--- src/rtl/exu_alu_dpath_arb_pkg.sv ---
// Shared constants for the EXU ALU datapath arbiter: widths, op-bit indices, requester tags.
// Arbitration policy is selected by EXU_ALU_ARB_RR_EN (round-robin when defined).
package exu_alu_dpath_arb_pkg;

    localparam int unsigned XLEN_DEF = 32;

    localparam int unsigned OPW_DEF = 5;

    // Op vector bit order is {add, or, xor, sltu, lui}
    localparam int unsigned OP_ADD  = 4;
    localparam int unsigned OP_OR   = 3;
    localparam int unsigned OP_XOR  = 2;
    localparam int unsigned OP_SLTU = 1;
    localparam int unsigned OP_LUI  = 0;

    localparam logic [OPW_DEF-1:0] OP_ADD_VEC = OPW_DEF'(1) << OP_ADD;

    localparam logic [1:0] RSP_ID_NONE = 2'b00;
    localparam logic [1:0] RSP_ID_ALU  = 2'b01;
    localparam logic [1:0] RSP_ID_BJP  = 2'b10;
    localparam logic [1:0] RSP_ID_AGU  = 2'b11;

    // Bit positions of each requester in the 3-bit valid/grant vectors
    localparam logic [1:0] REQ_ALU = 2'd0;
    localparam logic [1:0] REQ_BJP = 2'd1;
    localparam logic [1:0] REQ_AGU = 2'd2;

    typedef enum logic {
        RspEmpty,
        RspFull
    } rsp_state_e;

    // First valid requester in the order i0, i1, i2, as a one-hot vector
    function automatic logic [2:0] pick_first(input logic [2:0] valid,
                                              input logic [1:0] i0,
                                              input logic [1:0] i1,
                                              input logic [1:0] i2);
        logic [2:0] g;
        g = '0;
        if (valid[i0]) begin
            g[i0] = 1'b1;
        end else if (valid[i1]) begin
            g[i1] = 1'b1;
        end else if (valid[i2]) begin
            g[i2] = 1'b1;
        end
        return g;
    endfunction

    function automatic logic [1:0] grant_to_tag(input logic [2:0] grant);
        logic [1:0] tag;
        tag = RSP_ID_NONE;
        if (grant[REQ_ALU]) begin
            tag = RSP_ID_ALU;
        end else if (grant[REQ_BJP]) begin
            tag = RSP_ID_BJP;
        end else if (grant[REQ_AGU]) begin
            tag = RSP_ID_AGU;
        end
        return tag;
    endfunction

endpackage

--- src/rtl/exu_alu_dpath_arb_rr.sv ---
// 3-way grant generator. EXU_ALU_ARB_RR_EN selects round-robin with a one-hot pointer;
// otherwise fixed priority BJP > AGU > ALU with no state.
module exu_alu_arb_rr
    import exu_alu_dpath_arb_pkg::*;
(
    input  logic       clk,
    input  logic       rst_n,
    input  logic       i_en,
    input  logic [2:0] i_valid,
    output logic [2:0] o_grant
);

    logic [2:0] w_pick;

`ifdef EXU_ALU_ARB_RR_EN
    logic [2:0] r_ptr;

    always_comb begin
        w_pick = '0;
        unique case (r_ptr)
            3'b010:  w_pick = pick_first(i_valid, REQ_BJP, REQ_AGU, REQ_ALU);
            3'b100:  w_pick = pick_first(i_valid, REQ_AGU, REQ_ALU, REQ_BJP);
            default: w_pick = pick_first(i_valid, REQ_ALU, REQ_BJP, REQ_AGU);
        endcase
    end

    // Rotate winner one slot up so the next requester in cyclic order leads
    always_ff @(posedge clk or negedge rst_n) begin
        if (!rst_n) begin
            r_ptr <= 3'b001;
        end else if (|o_grant) begin
            r_ptr <= {o_grant[1:0], o_grant[2]};
        end
    end
`else
    logic w_unused_clk_rst;
    assign w_unused_clk_rst = clk ^ rst_n;

    always_comb begin
        w_pick = pick_first(i_valid, REQ_BJP, REQ_AGU, REQ_ALU);
    end
`endif

    assign o_grant = i_en ? w_pick : 3'b000;

endmodule

--- src/rtl/exu_alu_dpath_arb.sv ---
// Arbiter/sequencer for the shared EXU ALU datapath with a one-entry tagged response register.
// Arbitration policy: round-robin when EXU_ALU_ARB_RR_EN is defined, else BJP > AGU > ALU.
module exu_alu_dpath_arb
    import exu_alu_dpath_arb_pkg::*;
#(
    parameter int unsigned XLEN = XLEN_DEF,
    parameter int unsigned OPW  = OPW_DEF
) (
    input  logic            clk,
    input  logic            rst_n,

    input  logic            alu_req_valid,
    output logic            alu_req_ready,
    input  logic [OPW-1:0]  alu_req_op,
    input  logic [XLEN-1:0] alu_req_op1,
    input  logic [XLEN-1:0] alu_req_op2,

    input  logic            bjp_req_valid,
    output logic            bjp_req_ready,
    input  logic [XLEN-1:0] bjp_req_op1,
    input  logic [XLEN-1:0] bjp_req_op2,

    input  logic            agu_req_valid,
    output logic            agu_req_ready,
    input  logic [XLEN-1:0] agu_req_op1,
    input  logic [XLEN-1:0] agu_req_op2,

    output logic            dp_alu_sel,
    output logic            dp_bjp_sel,
    output logic            dp_agu_sel,
    output logic [OPW-1:0]  dp_op,
    output logic [XLEN-1:0] dp_op1,
    output logic [XLEN-1:0] dp_op2,
    input  logic [XLEN-1:0] dp_res,

    output logic            rsp_valid,
    input  logic            rsp_ready,
    output logic [1:0]      rsp_id,
    output logic [XLEN-1:0] rsp_res
);

    logic [2:0]      w_valid;
    logic [2:0]      w_grant;
    logic            w_can_issue;
    logic            w_any_grant;
    rsp_state_e      r_state;
    rsp_state_e      w_state_d;
    logic [1:0]      r_rsp_id;
    logic [XLEN-1:0] r_rsp_res;

    assign w_valid = {agu_req_valid, bjp_req_valid, alu_req_valid};

    // rst_n gating keeps every ready low while reset is held
    assign w_can_issue = rst_n & ((r_state == RspEmpty) | rsp_ready);

    exu_alu_arb_rr u_arb (
        .clk     (clk),
        .rst_n   (rst_n),
        .i_en    (w_can_issue),
        .i_valid (w_valid),
        .o_grant (w_grant)
    );

    assign w_any_grant   = |w_grant;
    assign alu_req_ready = w_grant[REQ_ALU];
    assign bjp_req_ready = w_grant[REQ_BJP];
    assign agu_req_ready = w_grant[REQ_AGU];
    assign dp_alu_sel    = w_grant[REQ_ALU];
    assign dp_bjp_sel    = w_grant[REQ_BJP];
    assign dp_agu_sel    = w_grant[REQ_AGU];

    always_comb begin
        dp_op  = '0;
        dp_op1 = '0;
        dp_op2 = '0;
        if (w_grant[REQ_ALU]) begin
            dp_op  = alu_req_op;
            dp_op1 = alu_req_op1;
            dp_op2 = alu_req_op2;
        end else if (w_grant[REQ_BJP]) begin
            dp_op  = OPW'(OP_ADD_VEC);
            dp_op1 = bjp_req_op1;
            dp_op2 = bjp_req_op2;
        end else if (w_grant[REQ_AGU]) begin
            dp_op  = OPW'(OP_ADD_VEC);
            dp_op1 = agu_req_op1;
            dp_op2 = agu_req_op2;
        end
    end

    always_comb begin
        w_state_d = r_state;
        unique case (r_state)
            RspEmpty: begin
                if (w_any_grant) begin
                    w_state_d = RspFull;
                end
            end
            RspFull: begin
                if (rsp_ready && !w_any_grant) begin
                    w_state_d = RspEmpty;
                end
            end
            default: w_state_d = RspEmpty;
        endcase
    end

    always_ff @(posedge clk or negedge rst_n) begin
        if (!rst_n) begin
            r_state <= RspEmpty;
        end else begin
            r_state <= w_state_d;
        end
    end

    always_ff @(posedge clk or negedge rst_n) begin
        if (!rst_n) begin
            r_rsp_id  <= RSP_ID_NONE;
            r_rsp_res <= '0;
        end else if (w_any_grant) begin
            r_rsp_id  <= grant_to_tag(w_grant);
            r_rsp_res <= dp_res;
        end
    end

    assign rsp_valid = (r_state == RspFull);
    assign rsp_id    = r_rsp_id;
    assign rsp_res   = r_rsp_res;

    // A held response must never be overwritten
    a_grant_onehot: assert property (@(posedge clk) disable iff (!rst_n)
        $onehot0(w_grant));
    a_no_grant_when_held: assert property (@(posedge clk) disable iff (!rst_n)
        (rsp_valid && !rsp_ready) |-> !w_any_grant);

endmodule

--- config.mk ---
export PLATFORM = sky130hd
export DESIGN_NAME = exu_alu_dpath_arb
export DESIGN_NICKNAME = d
export VERILOG_FILES = /design/src/rtl/exu_alu_dpath_arb_pkg.sv /design/src/rtl/exu_alu_dpath_arb_rr.sv /design/src/rtl/exu_alu_dpath_arb.sv
export SDC_FILE = /design/constraint.sdc
export NUM_CORES = 1
export LEC_CHECK = 0
export CAP_MARGIN = 5
export CORE_AREA = 2 2 133 135
export CTS_CLUSTER_SIZE = 14
export DETAILED_ROUTE_END_ITERATION = 10
export DIE_AREA = 0 0 135 137
export GPL_ROUTABILITY_DRIVEN = 0
export PLACE_DENSITY = 0.59
export SLEW_MARGIN = 20
export SYNTH_ARGS = -nofsm -noshare
export SYNTH_HDL_FRONTEND = slang
export SYNTH_SLANG_ARGS = --single-unit
--- constraint.sdc ---
create_clock -name clk -period 3.3 [get_ports clk]
set_input_delay 0.66 -clock clk [delete_from_list [all_inputs] [get_ports clk]]
set_output_delay 0.66 -clock clk [all_outputs]
set_load 0.1 [all_outputs]
# Word-level counts from Yosys, hierarchy flattened

Index checks and enable logic that the tools add are counted.

Eq/ne operators: 0
Div/mod/pow operators: 0
$mul: 0
Bitwise operators: 3
Multiplexer cells: 22
Order comparisons: 0
Shift operators: 0
Reductions and logical operators: 3
$add $sub $neg: 0

Operators with widths:

| kind                               | number |
|---|---|
| 32-bit 2-to-1 mux                  | 6 |
| 5-bit 2-to-1 mux                   | 3 |
| 1-bit 2-to-1 mux                   | 8 |
| 2-bit 2-to-1 mux                   | 3 |
| 3-bit 2-to-1 mux                   | 1 |
| 3-bit OR reduction                 | 1 |
| 1-bit case mux with 2 select lines | 1 |
| 1-bit AND                          | 1 |
| 1-bit logical AND                  | 1 |
| 1-bit zero test                    | 1 |
| 1-bit inverter                     | 1 |
| 1-bit OR                           | 1 |

Memories: 0
ROM bits: 0
Word-level logic and storage cells: 31
Memory bits (writable): 0
Latch bits: 0
Register bits: 35

# Depth between registers and ports, before layout

Gate-level depths: netlist of the first run.

Depth after elaboration: 9
Mapped depth: 6

# By module

From an unflattened synthesis of the first run, not the netlist that was laid out.

Cells, all modules: 382
Area, all modules: 3084.2 um^2

Modules (own cells, without submodules):

| module            | seq. area each (um^2) | cells each | instances | area each (um^2) |
|---|---|---|---|---|
| exu_alu_dpath_arb | 875.8                 | 379        | 1         | 3054.2 |
| exu_alu_arb_rr    | 0.0                   | 3          | 1         | 30.0 |

# Worst setup path before layout of the first run

OpenSTA, ideal clock, no wires.

Path type: reg-to-output
Start: reg r_state (netlist: rsp_valid)
End: out dp_op2[22]
Data arrival time: 3.270 ns
Buffers on the path: 2
Cell stages (with the launch flop): 6
Setup slack: -0.630 ns
Required time: 2.640 ns
Path through: dfrtp_1 -> nand2b_1 -> buf_2 -> and4b_1 -> clkbuf_1 -> o2bb2ai_1

Word-level cells in the longest chain between the ends: 7

Ends and longest elaborated chain:

| what                     | line                       | RTL |
|---|---|---|
| start: declaration       | exu_alu_dpath_arb.sv:46    | `rsp_state_e r_state;` |
| start signal: assignment | exu_alu_dpath_arb.sv:110   | `r_state <= RspEmpty;` |
| start signal: assignment | exu_alu_dpath_arb.sv:112   | `r_state <= w_state_d;` |
| 1-bit inverter           | -                          |  |
| 1-bit OR                 | exu_alu_dpath_arb.sv:54    | `assign w_can_issue = rst_n & ((r_state == RspEmpty) \| rsp_ready);` |
| 1-bit AND                | exu_alu_dpath_arb.sv:54    |  |
| 3-bit 2-to-1 mux         | exu_alu_dpath_arb_rr.sv:44 | `assign o_grant = i_en ? w_pick : 3'b000;` |
| named net agu_req_ready  | exu_alu_dpath_arb.sv:24    | `output logic agu_req_ready,` |
| 32-bit 2-to-1 mux        | exu_alu_dpath_arb.sv:84    | `end else if (w_grant[REQ_AGU]) begin` |
| 32-bit 2-to-1 mux        | exu_alu_dpath_arb.sv:80    | `end else if (w_grant[REQ_BJP]) begin` |
| 32-bit 2-to-1 mux        | exu_alu_dpath_arb.sv:76    | `if (w_grant[REQ_ALU]) begin` |
| end: declaration         | exu_alu_dpath_arb.sv:33    | `output logic [XLEN-1:0] dp_op2,` |

The timed path passes the listed nets, and every way through them passes these cells.

# Worst setup path after layout of the first run

Start: in agu_req_valid
End: out dp_op2[2]

Word-level cells in the longest chain between the ends: 6

Ends and longest elaborated chain:

| what                | line                        | RTL |
|---|---|---|
| start: declaration  | exu_alu_dpath_arb.sv:23     | `input logic agu_req_valid,` |
| 1-bit 2-to-1 mux    | exu_alu_dpath_arb_pkg.sv:42 | `end else if (valid[i1]) begin` |
| 1-bit 2-to-1 mux    | exu_alu_dpath_arb_pkg.sv:40 | `if (valid[i0]) begin` |
| 3-bit 2-to-1 mux *  | exu_alu_dpath_arb_rr.sv:44  |  |
| 32-bit 2-to-1 mux   | exu_alu_dpath_arb.sv:84     |  |
| 32-bit 2-to-1 mux   | exu_alu_dpath_arb.sv:80     |  |
| 32-bit 2-to-1 mux * | exu_alu_dpath_arb.sv:76     |  |

Mark *: on every way between the ends. The rest lies on a longest branch, timed or not.

==> results_dict.tcl, run 1 <==
set metrics [dict create \
    placed_area_um2 6990 \
    clk_path_buf_depth 2 \
    cp-end-kind "output port" \
    power.density_nw_per_um2 420 \
    r2r_start "rsp_valid" \
    portBuffers 344 \
    dp_cells 800 \
    syn_inst 251 \
    final_layout_size_suffix_gt1_share_pct 30.0 \
    clk_pin_slew_ns 0.05 \
    synth_area_leaders "dfrtp_1 34%, o2bb2ai_1 22%, a22oi_1 18%" \
    dr_total_vias 3636 \
    finalCriticalPeriod_ns 3.16 \
    drv_slew 0 \
    drt_iter0_markers 147 \
    yosys.area_share.simple_pct 3.46 \
    muxShareOfSynthArea_pct 13.8 \
    cts-root-buf "clkbuf_16" \
    final_area_um2 7150 \
    synth_compound_area_share_pct 41.9 \
    synth_top_family_by_area "compound AO/OA/AOI/OAI gates" \
    area_delta_synth_final_pct 174 \
    ys_seq_elements 35 \
    reg2reg_to "rsp_res[26]" \
    synth_cell_types 25 \
    diodes 0 \
    power.leakage_uw 0.00270 \
    tightestPinTransition_ns 0.469 \
    ir_drop_mv 0.379 \
    drc_errors 0 \
    reg2reg_depth 5 \
    synth_warnings 0 \
    synth_edf_count 0 \
    tritoncts "yes" \
    worst_clock_skew_ns 0.00542 \
    ff2ff_setup_slack_ns 1.53 \
    yosys.area.top_type_share_pct 33.6 \
    hpwl_um 12400 \
    clock_latency_ns 0.28 \
    max-slew-margin-rel_pct 68.8 \
    synth_nets 486 \
    async_flop_share_pct 100 \
    route.antenna.remaining_nets 0 \
    cts.sinks 35 \
    num_rows 48 \
    whs_ns 0.215 \
    critPathArrivalTime_ns 2.50 \
    grt_remaining_overflow 0 \
    syn_area_um2 2600 \
    worstSetupPathType "in2out" \
    period_share_pct 95.7 \
    synth.largest_area_cell "dfrtp_1" \
    synth_fa_ha_area_share_pct 0 \
    required_ns 2.64 \
    grt_usage_pct 15.1 \
    fp.dieArea_um2 18500 \
    fin_cells 808 \
    initial_core_util_pct 15.3 \
    fin_nets 817 \
    startpoint_type "input pin" \
    antenna_found_initial 0 \
    synthXorXnorAreaFrac_pct 0 \
    outcome "finished clean" \
    die_x_um 135 \
    seq_area_frac_synth_pct 33.6 \
    cts.repair.resized 0 \
    post-route-util_pct 41.9 \
    max_freq_ghz 0.317 \
    cts_buffers 5 \
    post_drt_wl_per_cell_um 19.1 \
    htreeDepth 2 \
    ys.flop_type "dfrtp_1" \
    io_pins 345 \
    critPathMaxFanout 27 \
    holdBufCountCts 0 \
    routed_wl_um 15400 \
    maxCapViolCount 0 \
    fp.coreArea_um2 17100 \
    min_path_type "in2async" \
    die_y_um 137 \
    final_hold_viol_count 0 \
    grt_max_degree 68 \
    cts_setup_buffers 0 \
    syn_avg_cell_area_um2 10.4 \
    viasPerCell 4.50 \
    firstDrtPassIters 4 \
    grt_setup_unrepaired "false" \
    power_uw 3000 \
    synth_commonest_cells "64 x a22oi_1, 64 x o2bb2ai_1, 35 x dfrtp_1" \
    finalSetupViolCount 0 \
    first_global_vias 3839 \
    grt_pass1_wl_um 21800 \
]
cell families (layout without fill, tap and decap cells):
logic type / after synthesis / after routing
buf+inv: 36 / 368
compound gates: 133 / 133
simple gates: 15 / 15
mux: 32 / 32
flops: 35 / 35
how the worst max path moves through the flow:
| stage | endpoint | depth (start not counted) | startpoint | slack, ns |
|---|---|---|---|---|
| after floorplan | dp_op1[10] | 5 | rsp_valid | -0.34 |
| after global placement | dp_op[3] | 6 | agu_req_valid | 0.03 |
| after detailed placement | dp_op[3] | 6 | agu_req_valid | 0.01 |
| after CTS | dp_op[3] | 6 | agu_req_valid | 0.01 |
| after global routing | dp_op2[5] | 7 | agu_req_valid | 0.01 |
| final | dp_op2[2] | 7 | agu_req_valid | 0.14 |
cell type report:
cell class / instances / area, um^2
Fill cell: 1605 / 9910
Timing Repair Buffer: 359 / 4270
Multi-Input combinational cell: 180 / 1560
Sequential cell: 35 / 876
Tap cell: 225 / 282
Clock buffer: 6 / 139
Clock inverter: 2 / 16.3
Inverter: 1 / 3.75
metal layers:
metal | GRT usage, % | vias up | wire [um]
li1 | - | 1695 | -
met1 | 17.4 | 1725 | 5940
met2 | 28.3 | 201 | 7940
met3 | 3.85 | 15 | 1360
met4 | 2.78 | 0 | 207
met5 | 0 | - | 0
worst max-delay path, cell delays in order:
cell and delay (ns):
clkdlybuf4s50_1 0.50, nor3b_2 0.33, buf_4 0.20, buf_12 0.17
a22oi_1 0.08, o2bb2ai_1 0.31, buf_12 0.22
flip-flops by register name, indices dropped and copies added (netlist names):
register and count:
rsp_res 32, rsp_id 2, rsp_valid 1
report_power, final:
group | total [uW] | switching (uW) | internal, uW | leakage [uW]
Combinational | 1980 | 1290 | 686 | 0.00222
Clock | 478 | 177 | 301 | 0.0000731
Sequential | 544 | 40.5 | 504 | 0.000408
Total | 3000 | 1510 | 1490 | 0.00270
layout by cell type (no fill, tap or decap), types with 2 or more instances in the layout:
cell               n
a22oi_1           64
and2_2             4
buf_12            80
buf_2              2
buf_4             45
clkbuf_16          5
clkdlybuf4s50_1  232
dfrtp_1           35
mux2_1             2
mux2_2            30
o2bb2ai_1         64
per-stage QoR:
stage | TNS [ns] | setup WS (ns)
final | 0 | 0.142
after CTS | 0 | 0.0124
after global placement | 0 | 0.0342
after detailed placement | 0 | 0.0111
after global routing | 0 | 0.0132
after floorplan | -20.90 | -0.340
Note: power is estimated with default switching activity, not from simulation.
==> run 2, diff against run 1 <==
--- a/config.mk
+++ b/config.mk
@@ -12,6 +12,7 @@
 export DIE_AREA = 0 0 135 137
 export GPL_ROUTABILITY_DRIVEN = 0
 export PLACE_DENSITY = 0.59
+export SKIP_CTS_REPAIR_TIMING = 1
 export SLEW_MARGIN = 20
 export SYNTH_ARGS = -nofsm -noshare
 export SYNTH_HDL_FRONTEND = slang
==> results of run 2 <==
Final layout, timing and power as in run 1 (identical DEF).
==> run 3, diff against run 2 <==
--- a/config.mk
+++ b/config.mk
@@ -5,8 +5,10 @@
 export SDC_FILE = /design/constraint.sdc
 export NUM_CORES = 1
 export LEC_CHECK = 0
+export ABC_CLOCK_PERIOD_IN_PS = 3300
 export CAP_MARGIN = 5
 export CORE_AREA = 2 2 133 135
+export CTS_BUF_LIST = sky130_fd_sc_hd__clkbuf_2 sky130_fd_sc_hd__clkbuf_4 sky130_fd_sc_hd__clkbuf_8
 export CTS_CLUSTER_SIZE = 14
 export DETAILED_ROUTE_END_ITERATION = 10
 export DIE_AREA = 0 0 135 137
==> run 3 against run 2 <==
- global-route usage about the same
- clock-buffer cell count stayed put
- clock skew about the same
- worst hold slack got worse by 0.014 ns
- first-iteration DRC count decreased by 5.4%
- register-to-register slack about the same
- via count fell by 0.50%
- clock power down 31%
- core utilization is 0.33 points lower
- setup slack lost 0.0069 ns
- sequential power about the same
- sequential cell count unchanged
- critical endpoint is now dp_op2[9]
- largest cell class unchanged
==> results_dict.tcl, run 3 (synthesis gave the netlist of run 1 again) <==
set metrics [dict create \
    max_freq_ghz 0.316 \
    fp.dieArea_um2 18500 \
    post-place-ws_ns 0.0111 \
    fp.coreArea_um2 17100 \
    final_cell_mix "232 x clkdlybuf4s50_1, 80 x buf_12, 64 x a22oi_1, 64 x o2bb2ai_1, 45 x buf_4" \
    grt_usage_pct 15.1 \
    drt_iter0_markers 139 \
    viasPerCell 4.48 \
    cts-root-buf "clkbuf_8" \
    grt_util_met1_pct 17.5 \
    gr-usage-met3_pct 3.85 \
    num_rows 48 \
    first_global_vias 3816 \
    fin_nets 817 \
    worst_slack_ns 0.136 \
    worstSetupPathType "in2out" \
    largest_reg_flops 32 \
    grt_busiest_layer "met2" \
    io_pins 345 \
    tritoncts "yes" \
    antenna_found_initial 0 \
    critPathArrivalTime_ns 2.50 \
    firstDrtPassIters 4 \
    worst_clock_skew_ns 0.00530 \
    required_ns 2.64 \
    diodes 0 \
    cts_buffers 5 \
    die_x_um 135 \
    maxCapViolCount 0 \
    multi_input_area_um2 1560 \
    cp-end-kind "output port" \
    seq_area_um2 876 \
    whs_ns 0.200 \
    power.leakage_uw 0.00267 \
    grt_remaining_overflow 0 \
    finalCriticalPeriod_ns 3.16 \
    outcome "finished clean" \
    clk_pin_slew_ns 0.07 \
    post_drt_wl_per_cell_um 19.1 \
    power.density_nw_per_um2 402 \
    drc_errors 0 \
    tightestPinTransition_ns 0.469 \
    initial_core_util_pct 15.3 \
    htreeDepth 2 \
    hpwl_um 12400 \
    final_hold_viol_count 0 \
    clock_latency_ns 0.30 \
    critPathMaxFanout 27 \
    min_path_type "in2async" \
    use_met2_pct 28.0 \
    ff2ff_setup_slack_ns 1.52 \
    period_share_pct 95.9 \
    grt_pass1_wl_um 21700 \
    routed_wl_um 15400 \
    portBuffers 344 \
    final_layout_size_suffix_gt1_share_pct 30.0 \
    finalSetupViolCount 0 \
    route.antenna.remaining_nets 0 \
    max-slew-margin-rel_pct 68.8 \
    final_common_cell "clkdlybuf4s50_1" \
    area_delta_synth_final_pct 172 \
    drv_slew 0 \
    clk_path_buf_depth 2 \
    cts.sinks 35 \
    dr_total_vias 3618 \
    die_y_um 137 \
    grt_max_degree 68 \
    ir_drop_mv 0.400 \
    fillerInstances 1607 \
    grt_setup_unrepaired "false" \
    startpoint_type "input pin" \
]
==> run 3: worst paths after layout <==
| check | startpoint | endpoint | cells past startpoint |
|---|---|---|---|
| worst max-delay path | agu_req_valid | dp_op2[9] | 7 |
| worst max register to register | rsp_valid | rsp_res[26] | 5 |
| worst min register to register | rsp_res[18] | rsp_res[18] | 1 |
| worst min-delay path | rst_n | rsp_valid | 1 |
| min in group clk | rsp_res[18] | rsp_res[18] | 1 |
| max in group asynchronous | rst_n | rsp_res[8] | 2 |
==> run 3: per-stage QoR <==
stage	total power, uW	instances	util, %	cell area (um^2)	setup TNS (ns)
floorplan	1760	251	-	2610	-20.90
global placement	2520	800	41.0	6990	0
detailed placement	2540	800	41.0	6990	0
CTS	2880	808	41.6	7090	0
global route	2950	808	41.6	7090	0
finish	2850	808	41.6	7090	0
==> run 3: layout make-up <==
class / count / area share, %
Timing Repair Buffer: 359 / 60.3
Sequential cell: 35 / 12.4
Inverter: 1 / 0.0529
Clock inverter: 2 / 0.229
Tap cell: 225 / 3.97
Multi-Input combinational cell: 180 / 22.0
Clock buffer: 6 / 1.16
==> run 3: critical path, stage by stage <==
cell and delay (ns):
clkdlybuf4s50_1 0.51, nor3b_2 0.33, buf_4 0.20, buf_12 0.17
a22oi_1 0.08, o2bb2ai_1 0.31, buf_12 0.22
==> run 3: routing by layer <==
layer	part of all wire (%)	routed length (um)
met5	0	0
met4	1.4	216
met3	9.1	1410
met2	51	7890
met1	38	5900
==> run 3: report_power, final <==
part	internal (uW)	leakage, uW	switching [uW]
sequential	503	0.000408	40.3
combinational	686	0.00222	1290
clock	170	0.0000474	162
